### src/rtl/dma_write_stream_pkg.sv
// Shared definitions for the DMA write stream client.
//   - state_e        : controller FSM states
//   - AXI_BURST_INCR : AXI burst-type encoding for incrementing bursts
//   - ADDR_4KB / LOG_4KB : the AXI 4KB page that no burst may cross
package dma_write_stream_pkg;

  typedef enum logic [2:0] {
    ST_IDLE,
    ST_CALC,
    ST_REQ,
    ST_DATA,
    ST_WAIT_RESP,
    ST_FIN
  } state_e;

  localparam logic [1:0] AXI_BURST_INCR = 2'b01;
  localparam int         ADDR_4KB       = 4096;
  localparam int         LOG_4KB        = 12;

endpackage

### src/rtl/dma_write_stream_fifo.sv
// Synchronous FIFO used as the write-data buffer.
// Ports:
//   clk, resetn          : clock, asynchronous active-low reset (flushes contents)
//   push_valid/ready/data: write side; push_ready is "not full"
//   pop_valid/ready/data : read side; pop_data is the combinational head word
// A pushed word becomes visible at the head one cycle after the push.
// When full, a push is refused even if a pop happens in the same cycle.
module dma_write_stream_fifo #(
  parameter int WIDTH    = 64,
  parameter int LOGDEPTH = 4
) (
  input  logic             clk,
  input  logic             resetn,
  input  logic             push_valid,
  output logic             push_ready,
  input  logic [WIDTH-1:0] push_data,
  output logic             pop_valid,
  input  logic             pop_ready,
  output logic [WIDTH-1:0] pop_data
);

  localparam int DEPTH = 1 << LOGDEPTH;

  logic [WIDTH-1:0]    mem_q [DEPTH];
  logic [LOGDEPTH-1:0] wr_ptr_q, wr_ptr_d;
  logic [LOGDEPTH-1:0] rd_ptr_q, rd_ptr_d;
  logic [LOGDEPTH:0]   count_q, count_d;
  logic                push, pop;

  assign push_ready = (count_q != (LOGDEPTH + 1)'(DEPTH));
  assign pop_valid  = (count_q != '0);
  assign push       = push_valid && push_ready;
  assign pop        = pop_ready && pop_valid;
  assign pop_data   = mem_q[rd_ptr_q];

  // NOTE: every signal assigned in always_comb gets a default first, otherwise
  // paths that skip an assignment infer latches.
  always_comb begin
    wr_ptr_d = wr_ptr_q;
    rd_ptr_d = rd_ptr_q;
    count_d  = count_q;
    if (push) wr_ptr_d = wr_ptr_q + 1'b1;
    if (pop)  rd_ptr_d = rd_ptr_q + 1'b1;
    case ({push, pop})
      2'b10:   count_d = count_q + 1'b1;
      2'b01:   count_d = count_q - 1'b1;
      default: count_d = count_q;
    endcase
  end

  // NOTE: sequential state uses non-blocking assignments so every flop samples
  // pre-edge values regardless of process evaluation order.
  always_ff @(posedge clk or negedge resetn) begin
    if (!resetn) begin
      wr_ptr_q <= '0;
      rd_ptr_q <= '0;
      count_q  <= '0;
    end else begin
      wr_ptr_q <= wr_ptr_d;
      rd_ptr_q <= rd_ptr_d;
      count_q  <= count_d;
    end
  end

  // NOTE: storage is deliberately not reset; clearing the pointers and count is
  // enough to flush it, and a resettable array costs a reset net per bit.
  always_ff @(posedge clk) begin
    if (push) mem_q[wr_ptr_q] <= push_data;
  end

endmodule

### src/rtl/dma_write_stream.sv
// Upstream client of the AXI write adapter.
// Accepts a descriptor (desc_*) and a data stream (s_*), splits the descriptor
// into INCR requests of at most AXI_MAX_BURST_LEN beats that never cross a 4KB
// page, and drives the adapter's core_write_* interface. done pulses once all
// burst responses (core_write_resp_ok) for the descriptor have returned.
// Ports:
//   desc_valid/ready, desc_addr/len/size : descriptor handshake
//   s_data/valid/ready                   : data stream into the internal buffer
//   core_write_request_*, addr/len/size/burst : per-burst request to adapter
//   core_write_data/valid/ready          : data beats to adapter
//   core_write_resp_ok                   : one pulse per completed burst
//   busy, done                           : status
module dma_write_stream
  import dma_write_stream_pkg::*;
#(
  parameter int AXI_AWIDTH        = 64,
  parameter int AXI_DWIDTH        = 64,
  parameter int AXI_MAX_BURST_LEN = 256,
  parameter int FIFO_LOGDEPTH     = 4
) (
  input  logic                  clk,
  input  logic                  resetn,
  input  logic                  desc_valid,
  output logic                  desc_ready,
  input  logic [AXI_AWIDTH-1:0] desc_addr,
  input  logic [31:0]           desc_len,
  input  logic [2:0]            desc_size,
  input  logic [AXI_DWIDTH-1:0] s_data,
  input  logic                  s_valid,
  output logic                  s_ready,
  output logic                  core_write_request_valid,
  input  logic                  core_write_request_ready,
  output logic [AXI_AWIDTH-1:0] core_write_addr,
  output logic [31:0]           core_write_len,
  output logic [2:0]            core_write_size,
  output logic [1:0]            core_write_burst,
  output logic [AXI_DWIDTH-1:0] core_write_data,
  output logic                  core_write_data_valid,
  input  logic                  core_write_data_ready,
  input  logic                  core_write_resp_ok,
  output logic                  busy,
  output logic                  done
);

  localparam logic [8:0] MAX_BURST = 9'(AXI_MAX_BURST_LEN);

  state_e                state_q, state_d;
  logic [AXI_AWIDTH-1:0] cur_addr_q, cur_addr_d;
  logic [31:0]           remaining_q, remaining_d;
  logic [2:0]            size_q, size_d;
  logic [8:0]            chunk_q, chunk_d;      // 9 bits so 256 fits
  logic [8:0]            beat_cnt_q, beat_cnt_d;
  logic [7:0]            outstanding_q, outstanding_d;

  logic [12:0] room_4k, beats_to_4k;
  logic [8:0]  chunk_calc;
  logic        fifo_valid, fifo_pop, req_fire;

  dma_write_stream_fifo #(
    .WIDTH   (AXI_DWIDTH),
    .LOGDEPTH(FIFO_LOGDEPTH)
  ) u_data_fifo (
    .clk       (clk),
    .resetn    (resetn),
    .push_valid(s_valid),
    .push_ready(s_ready),
    .push_data (s_data),
    .pop_valid (fifo_valid),
    .pop_ready (fifo_pop),
    .pop_data  (core_write_data)
  );

  // Beats left in the current 4KB page; room_4k ranges 1..4096, hence 13 bits.
  assign room_4k     = 13'(ADDR_4KB) - {1'b0, cur_addr_q[LOG_4KB-1:0]};
  assign beats_to_4k = room_4k >> size_q;

  always_comb begin
    chunk_calc = MAX_BURST;
    if (remaining_q < 32'(chunk_calc)) chunk_calc = remaining_q[8:0];
    if (beats_to_4k < 13'(chunk_calc)) chunk_calc = beats_to_4k[8:0];
  end

  assign req_fire         = (state_q == ST_REQ) && core_write_request_ready;
  assign core_write_addr  = cur_addr_q;
  assign core_write_len   = {23'd0, chunk_q - 9'd1};
  assign core_write_size  = size_q;
  assign core_write_burst = AXI_BURST_INCR;
  assign busy             = (state_q != ST_IDLE);

  always_comb begin
    state_d                  = state_q;
    cur_addr_d               = cur_addr_q;
    remaining_d              = remaining_q;
    size_d                   = size_q;
    chunk_d                  = chunk_q;
    beat_cnt_d               = beat_cnt_q;
    desc_ready               = 1'b0;
    core_write_request_valid = 1'b0;
    core_write_data_valid    = 1'b0;
    fifo_pop                 = 1'b0;
    done                     = 1'b0;
    case (state_q)
      ST_IDLE: begin
        desc_ready = 1'b1;
        if (desc_valid) begin
          cur_addr_d  = desc_addr;
          remaining_d = desc_len;
          size_d      = desc_size;
          state_d     = (desc_len == '0) ? ST_FIN : ST_CALC;
        end
      end
      ST_CALC: begin
        chunk_d = chunk_calc;
        state_d = ST_REQ;
      end
      ST_REQ: begin
        core_write_request_valid = 1'b1;
        if (core_write_request_ready) begin
          cur_addr_d  = cur_addr_q + (AXI_AWIDTH'(chunk_q) << size_q);
          remaining_d = remaining_q - 32'(chunk_q);
          beat_cnt_d  = '0;
          state_d     = ST_DATA;
        end
      end
      ST_DATA: begin
        core_write_data_valid = fifo_valid;
        fifo_pop              = fifo_valid && core_write_data_ready;
        if (fifo_pop) begin
          beat_cnt_d = beat_cnt_q + 9'd1;
          if (beat_cnt_q == chunk_q - 9'd1)
            state_d = (remaining_q != '0) ? ST_CALC : ST_WAIT_RESP;
        end
      end
      ST_WAIT_RESP: begin
        if (outstanding_q == '0) state_d = ST_FIN;
      end
      ST_FIN: begin
        done    = 1'b1;
        state_d = ST_IDLE;
      end
      default: state_d = ST_IDLE;
    endcase
  end

  // Coincident request and response cancel; a response with nothing
  // outstanding is dropped rather than wrapping the counter.
  always_comb begin
    outstanding_d = outstanding_q;
    if (req_fire && !core_write_resp_ok)
      outstanding_d = outstanding_q + 8'd1;
    else if (!req_fire && core_write_resp_ok && outstanding_q != '0)
      outstanding_d = outstanding_q - 8'd1;
  end

  always_ff @(posedge clk or negedge resetn) begin
    if (!resetn) begin
      state_q       <= ST_IDLE;
      cur_addr_q    <= '0;
      remaining_q   <= '0;
      size_q        <= '0;
      chunk_q       <= '0;
      beat_cnt_q    <= '0;
      outstanding_q <= '0;
    end else begin
      state_q       <= state_d;
      cur_addr_q    <= cur_addr_d;
      remaining_q   <= remaining_d;
      size_q        <= size_d;
      chunk_q       <= chunk_d;
      beat_cnt_q    <= beat_cnt_d;
      outstanding_q <= outstanding_d;
    end
  end

endmodule

### config.mk
export PLATFORM = sky130hd
export DESIGN_NAME = dma_write_stream
export DESIGN_NICKNAME = d
export VERILOG_FILES = /design/src/rtl/dma_write_stream_pkg.sv /design/src/rtl/dma_write_stream_fifo.sv /design/src/rtl/dma_write_stream.sv
export SDC_FILE = /design/constraint.sdc
export NUM_CORES = 1
export LEC_CHECK = 0
export CORE_MARGIN = 5
export CORE_UTILIZATION = 55
export DETAILED_ROUTE_END_ITERATION = 6
export HOLD_SLACK_MARGIN = 0.03
export PLACE_DENSITY = 0.79
export SLEW_MARGIN = 30
export SYNTH_ARGS = -nofsm -noshare
export SYNTH_HDL_FRONTEND = slang
export SYNTH_SLANG_ARGS = --single-unit
export TNS_END_PERCENT = 5
### constraint.sdc
create_clock -name clk -period 9.7 [get_ports clk]
set_input_delay 0.97 -clock clk [delete_from_list [all_inputs] [get_ports clk]]
set_output_delay 0.97 -clock clk [all_outputs]
set_load 0.02 [all_outputs]
==> impl_metrics.toml, run 1 <==
[status]
status = "complete, no violations"

[clocking]
post_cts_buffers = 0
cts_tree = "yes"
postCtsHoldBufs = 0
post_cts_resized = 0
clk_pin_slew_ns = 0.06
clk_latency_ns = 0.71
htree_num_levels = 3
clockRootBuffer = "clkbuf_16"
numClockSinks = 1165
clock_path_buffers = 3
cts_buffers = 113

[critical_path]
critPathLaunchType = "register"
critPathBufInv = 3
worstPathArrival_ns = 4.26
cp_max_fo = 55
worstSetupPathType = "register to output pin"
critPathSlowestCell = "dfrtp_4"
path_cells = "buf_12 > buf_6 > mux4_2 > mux4_2 > clkdlybuf4s50_1"
critPathTopFamily = "buffers and inverters"
cpMostUsedCell = "mux4_2"
critPathMaxStageDelay_ns = 0.79
cp-end-kind = "output pin"
required_ns = 8.73

[route]
final_antenna_net_count = 0
wirelength_um = 137000
wl_per_cell_um = 30.5
vias = 30100
drtPass1Iterations = 6
drc_errors = 0
viasPerCell = 6.73
drt_iter0_drc = 4161

[global_routing]
grt-ovfl-total = 0
grt_max_degree = 85
antenna_found_initial = 9
grt_pass1_vias = 30200
grt_pass1_wl_um = 201000
track_usage_pct = 27.7

[sta]
relSlewSlack_pct = 29.7
setup_viol = 0
finalCritPeriodShare_pct = 53.9
worst_hold_slack_ns = 0.290
min_period_ns = 5.23
drv_slew = 0
grt_setup_unrepaired = "false"
tightest_slew_ns = 1.05
fmax_mhz = 191
skew_ns = 0.0461
final.setup.tns_ns = 0
finalHoldViolations = 0

[floorplan]
row_count = 110
coreArea_um2 = 90000
initial_core_util_pct = 55.4
io_pins = 341
fp.dieW_um = 311
die_area_um2 = 96800
die_y_um = 311

[pwr]
power_frac_seq_pct = 41.6
p_int_w = 0.0106
p_per_area_nw_per_um2 = 261
p_switching_w = 0.00453
ir_worst_vdd_mv = 0.255
p_sw_share_pct = 29.9
power.leakage_nw = 19.3
power_frac_comb_pct = 29.5
p_clk_share_pct = 28.9

[finish]
area_growth_syn_to_layout_pct = 16.3
final-seq-area_um2 = 34300
multi_input_area_um2 = 14800
fillers = 5908
drive_gt1_share_pct = 17.4
nets = 3426

[job]
maxCapViolCount = 0

[worst_hold_path]
worstHoldPathType = "primary input to async pin"

[synthesis]
yosysSeqAreaShare_pct = 68.7
synth_edf_count = 1024
ys_types = 92
synth_ff_type = "edfxtp_1"
yosysWarnings = 0
synth_cells = 2894
syn_avg_cell_area_um2 = 17.2
synth.cell_area_um2 = 49900
async_reset_ff_share_pct = 12.1
synth-seq-cells = 1165

[placement]
place_congestion = 0.899
hpwl_um = 75000
io_buffers = 315
==> power by group through the flow <==
stage	Combinational [W]	Clock, W	Sequential [W]
after floorplan	0.00296	0	0.00619
after global placement	0.00426	0	0.00637
after detailed placement	0.00440	0	0.00638
after CTS	0.00450	0.00443	0.00630
after global routing	0.00470	0.00466	0.00634
final	0.00447	0.00437	0.00630
==> area by class of cell <==
class | instances | area share, %
repair buffers | 361 | 6.27
clock buffers | 133 | 5.04
multi-input cells | 1510 | 25.5
clock inverters | 72 | 1.22
flip-flops and latches | 1165 | 59.1
inverters | 50 | 0.326
diodes | 6 | 0.0259
well taps | 1176 | 2.54
==> synthesized netlist by cell type, drive strengths merged (10+ instances only) <==
library cell / count / area (µm²)
nand2: 176 / 663
o211ai: 35 / 268
inv: 50 / 188
clkbuf: 116 / 439
mux2i: 17 / 170
a311oi: 13 / 114
o21ai: 76 / 380
a21oi: 102 / 522
xnor2: 30 / 263
mux4: 320 / 7210
a31oi: 20 / 125
o21a: 13 / 97.6
nand3: 62 / 310
nor3: 61 / 315
nor2: 123 / 462
o22ai: 15 / 93.8
or3: 25 / 156
nand4: 28 / 175
xor2: 23 / 201
edfxtp: 1024 / 30700
o311ai: 13 / 114
and3: 33 / 206
ha: 51 / 638
nand2b: 11 / 68.8
nor4: 28 / 188
buf: 76 / 412
nand3b: 10 / 75.1
a211oi: 21 / 163
dfrtp: 141 / 3530
==> metal layers <==
metal / GRT usage [%] / share of wire (%) / vias to the layer above
li1: - / - / 12400
met1: 35.6 / 36 / 15500
met2: 48.5 / 52 / 1940
met3: 5.49 / 9.2 / 291
met4: 8.40 / 3.0 / 6
met5: 0 / 0.034 / -
==> worst paths after layout <==
kind,slack (ns),startpoint,cells after the start,endpoint
min,0.29,resetn,1,core_write_addr[3]
max,4.47,u_data_fifo.rd_ptr_q[0],5,core_write_data[45]
max reg2reg,4.79,core_write_size[1],14,core_write_addr[53]
max in group asynchronous,8.20,resetn,2,core_write_addr[55]
min reg2reg,0.48,outstanding_q[7],1,outstanding_q[7]
min in group clk,0.48,outstanding_q[7],1,outstanding_q[7]
==> placed cells by master (no fill, tap or decap), types with 23 or more instances in the layout <==
| master | n |
|---|---|
| clkbuf_16 | 114 |
| ha_1 | 51 |
| clkinv_1 | 30 |
| a21oi_1 | 101 |
| o211ai_1 | 34 |
| nor3_1 | 55 |
| nand2_1 | 174 |
| dfrtp_1 | 137 |
| xnor2_1 | 30 |
| nor2_1 | 109 |
| clkdlybuf4s50_1 | 314 |
| nand4_1 | 28 |
| and3_1 | 33 |
| mux4_2 | 320 |
| o21ai_1 | 24 |
| inv_1 | 48 |
| nand3_1 | 62 |
| o21ai_0 | 51 |
| edfxtp_1 | 1024 |
| conb_1 | 25 |
| xor2_1 | 23 |
| buf_4 | 25 |
| nor4_1 | 26 |
| or3_1 | 24 |
==> logic make-up (layout without fill, tap and decap cells) <==
kind of cell / after synthesis / count (layout) / share of synthesized area [%]
DFF: 1165 / 1165 / 68.7
other: 2 / 31 / 0.0151
adders and majority gates: 55 / 55 / 1.44
xor gates and xnor gates: 53 / 53 / 0.931
buffers and inverters: 242 / 616 / 2.08
muxes: 344 / 344 / 14.9
AOI/OAI and AO/OA: 419 / 419 / 5.73
and+or+nand+nor: 614 / 614 / 6.13
==> state kept, by name, summed over array words and instances, names as in the netlist <==
signal / cells
u_data_fifo.mem_q: 1024
core_write_addr: 64
remaining_q: 32
beat_cnt_q: 9
chunk_q: 9
outstanding_q: 8
u_data_fifo.count_q: 5
u_data_fifo.rd_ptr_q: 4
u_data_fifo.wr_ptr_q: 4
core_write_size: 3
state_q: 3
==> worst reg2reg max path, delay by kind of cell (launching register included) <==
kind	cells	cell delay [ns]
and+or+nand+nor	6	1.27
buffers and inverters	2	0.71
AOI/OAI and AO/OA	5	1.50
adders and majority gates	1	0.47
DFF	1	0.88
==> through the flow <==
step	setup slack, ns	instances	power, W	instance area, µm²	utilization (%)
3_3_place_gp	4.83	4257	0.0106	54200	60.2
2_1_floorplan	3.27	2917	0.00915	50000	-
6_report	4.47	4473	0.0151	58000	64.5
3_5_place_dp	4.91	4258	0.0108	54300	60.3
5_1_grt	4.18	4470	0.0157	58000	64.5
4_1_cts	4.36	4463	0.0152	57900	64.3
Note: power is estimated with default switching activity, not from simulation.
==> run 2, diff against run 1 <==
Clock period 9.7 ns to 5.35 ns, I/O delays scaled along.
==> impl_metrics.toml, run 2 (synthesized netlist as in run 1, its figures left out) <==
[route]
drtPass1Iterations = 6
drt_iter0_drc = 4034
drc_errors = 0
final_antenna_net_count = 0
viasPerCell = 6.64
vias = 30000
wl_per_cell_um = 30.4
wirelength_um = 137000

[floorplan]
io_pins = 341
die_y_um = 311
initial_core_util_pct = 55.4
die_area_um2 = 96800
fp.dieW_um = 311
coreArea_um2 = 90000
row_count = 110

[clocking]
cts_buffers = 112
clock_path_buffers = 3
clockRootBuffer = "clkbuf_16"
cts_tree = "yes"
htree_num_levels = 3
clk_latency_ns = 0.70
post_cts_resized = 0
numClockSinks = 1165
clk_pin_slew_ns = 0.07

[global_routing]
grt_pass1_wl_um = 203000
antenna_found_initial = 13
grt_max_degree = 85
grt_pass1_vias = 30400
grt-ovfl-total = 0
track_usage_pct = 27.9

[sta]
final.setup.tns_ns = 0
tightest_slew_ns = 1.00
skew_ns = 0.0405
min_period_ns = 4.64
relSlewSlack_pct = 32.7
finalHoldViolations = 0
layout_setup_ws_ns = 0.714
finalCritPeriodShare_pct = 86.7
drv_slew = 0
fmax_mhz = 216
grt_setup_unrepaired = "false"
setup_viol = 0

[critical_path]
critPathMaxStageDelay_ns = 0.68
worstPathArrival_ns = 5.17
worstSetupPathType = "register to register"
cpMostUsedCell = "inv_1"
reg2reg_depth = 13
cp-end-kind = "register"
r2r_end = "core_write_addr[50]"
critPathTopFamily = "compound AO/OA/AOI/OAI gates"
required_ns = 5.89
critPathBufInv = 2
cp_max_fo = 22
path_cells = "inv_1 > nand2_1 > nor2_1 > ha_1 > inv_1 > fa_1 > nand2b_1 > a21oi_1 > o21ai_0 > a41oi_1 > nand4_1 > o311ai_0 > o211ai_1"
r2r_start = "core_write_size[2]"
regToRegSetupSlack_ns = 0.71
critPathLaunchType = "register"
critPathSlowestCell = "dfrtp_1"

[pwr]
ir_worst_vdd_mv = 0.471
p_clk_share_pct = 29.8
p_per_area_nw_per_um2 = 477
p_sw_share_pct = 29.4
p_int_w = 0.0197
power_frac_comb_pct = 29.3
power_frac_seq_pct = 40.9
power.leakage_nw = 19.5
p_switching_w = 0.00822

[worst_hold_path]
worstHoldEndpoint = "core_write_addr[10]"
min_delay_path_depth = 3
worstHoldPathType = "primary input to register"
min-delay-start = "desc_addr[10]"

[finish]
fillers = 5919
area_growth_syn_to_layout_pct = 17.5
final-seq-area_um2 = 34300
drive_gt1_share_pct = 18.3
multi_input_area_um2 = 14800
nets = 3450
layout_common_cells = "edfxtp_1 (1024), mux4_2 (320), clkdlybuf4s50_1 (314)"
regMostFlops = "u_data_fifo.mem_q"
largest_register_ffs = 1024
final_common_cell = "edfxtp_1"

[status]
status = "complete, no violations"

[job]
maxCapViolCount = 0

[placement]
io_buffers = 315
hpwl_um = 79900
dp_slack_ns = 0.862
place_congestion = 0.901
==> run 2: power by group through the flow <==
stage | Clock, W | Sequential (W) | Combinational (W)
after floorplan | 0 | 0.0112 | 0.00536
after global placement | 0 | 0.0115 | 0.00792
after detailed placement | 0 | 0.0116 | 0.00814
after CTS | 0.00843 | 0.0114 | 0.00828
after global routing | 0.00886 | 0.0115 | 0.00863
final | 0.00832 | 0.0114 | 0.00818
==> run 2: layer usage <==
metal | wire length, µm | track usage (%)
met4 | 4140 | 8.26
met3 | 12400 | 5.25
met5 | 56 | 0
met1 | 50600 | 36.9
met2 | 69800 | 48.1
==> run 2: worst max-delay path by stage <==
stage	startpoint	cells after the start	endpoint	slack, ns
2_1_floorplan	u_data_fifo.count_q[0]	6	u_data_fifo.mem_q[0][0]	-0.76
5_1_grt	core_write_size[2]	13	core_write_addr[50]	0.35
3_5_place_dp	core_write_size[2]	13	core_write_addr[50]	0.86
6_report	core_write_size[2]	13	core_write_addr[50]	0.71
3_3_place_gp	core_write_addr[1]	15	chunk_q[0]	0.91
4_1_cts	core_write_size[2]	13	core_write_addr[50]	0.84
==> run 2: worst reg2reg max path, stage by stage, from the launching register on <==
cell,delay [ns]
dfrtp_1,0.68
inv_1,0.58
nand2_1,0.24
nor2_1,0.22
ha_1,0.22
inv_1,0.07
fa_1,0.40
nand2b_1,0.18
a21oi_1,0.35
o21ai_0,0.21
a41oi_1,0.49
nand4_1,0.33
o311ai_0,0.40
o211ai_1,0.14
==> run 2: per-stage QoR <==
stage / instances / power (W) / area, µm² / utilization (%) / hold slack (ns)
2_1_floorplan: 2917 / 0.0166 / 50000 / - / 0.239
3_3_place_gp: 4283 / 0.0195 / 54600 / 60.7 / 0.473
3_5_place_dp: 4286 / 0.0197 / 54700 / 60.8 / 0.497
4_1_cts: 4500 / 0.0281 / 58600 / 65.1 / 0.398
5_1_grt: 4505 / 0.0290 / 58600 / 65.1 / 0.430
6_report: 4510 / 0.0279 / 58600 / 65.1 / 0.441
==> run 2: cell type report <==
type	count	share of cell area (%)
sequential	1165	58.5
multi-input combinational	1510	25.2
timing repair buffer	386	6.77
clock buffer	137	5.02
tap	1176	2.51
clock inverter	76	1.58
inverter	50	0.322
antenna	10	0.0427
==> run 2: timing repair <==
item                                   in CTS  in global routing
setup endpoints to repair                   0                  0
endpoints found under the hold margin      82                  0
hold buffers                                1                  0
buffers inserted                            0                  0
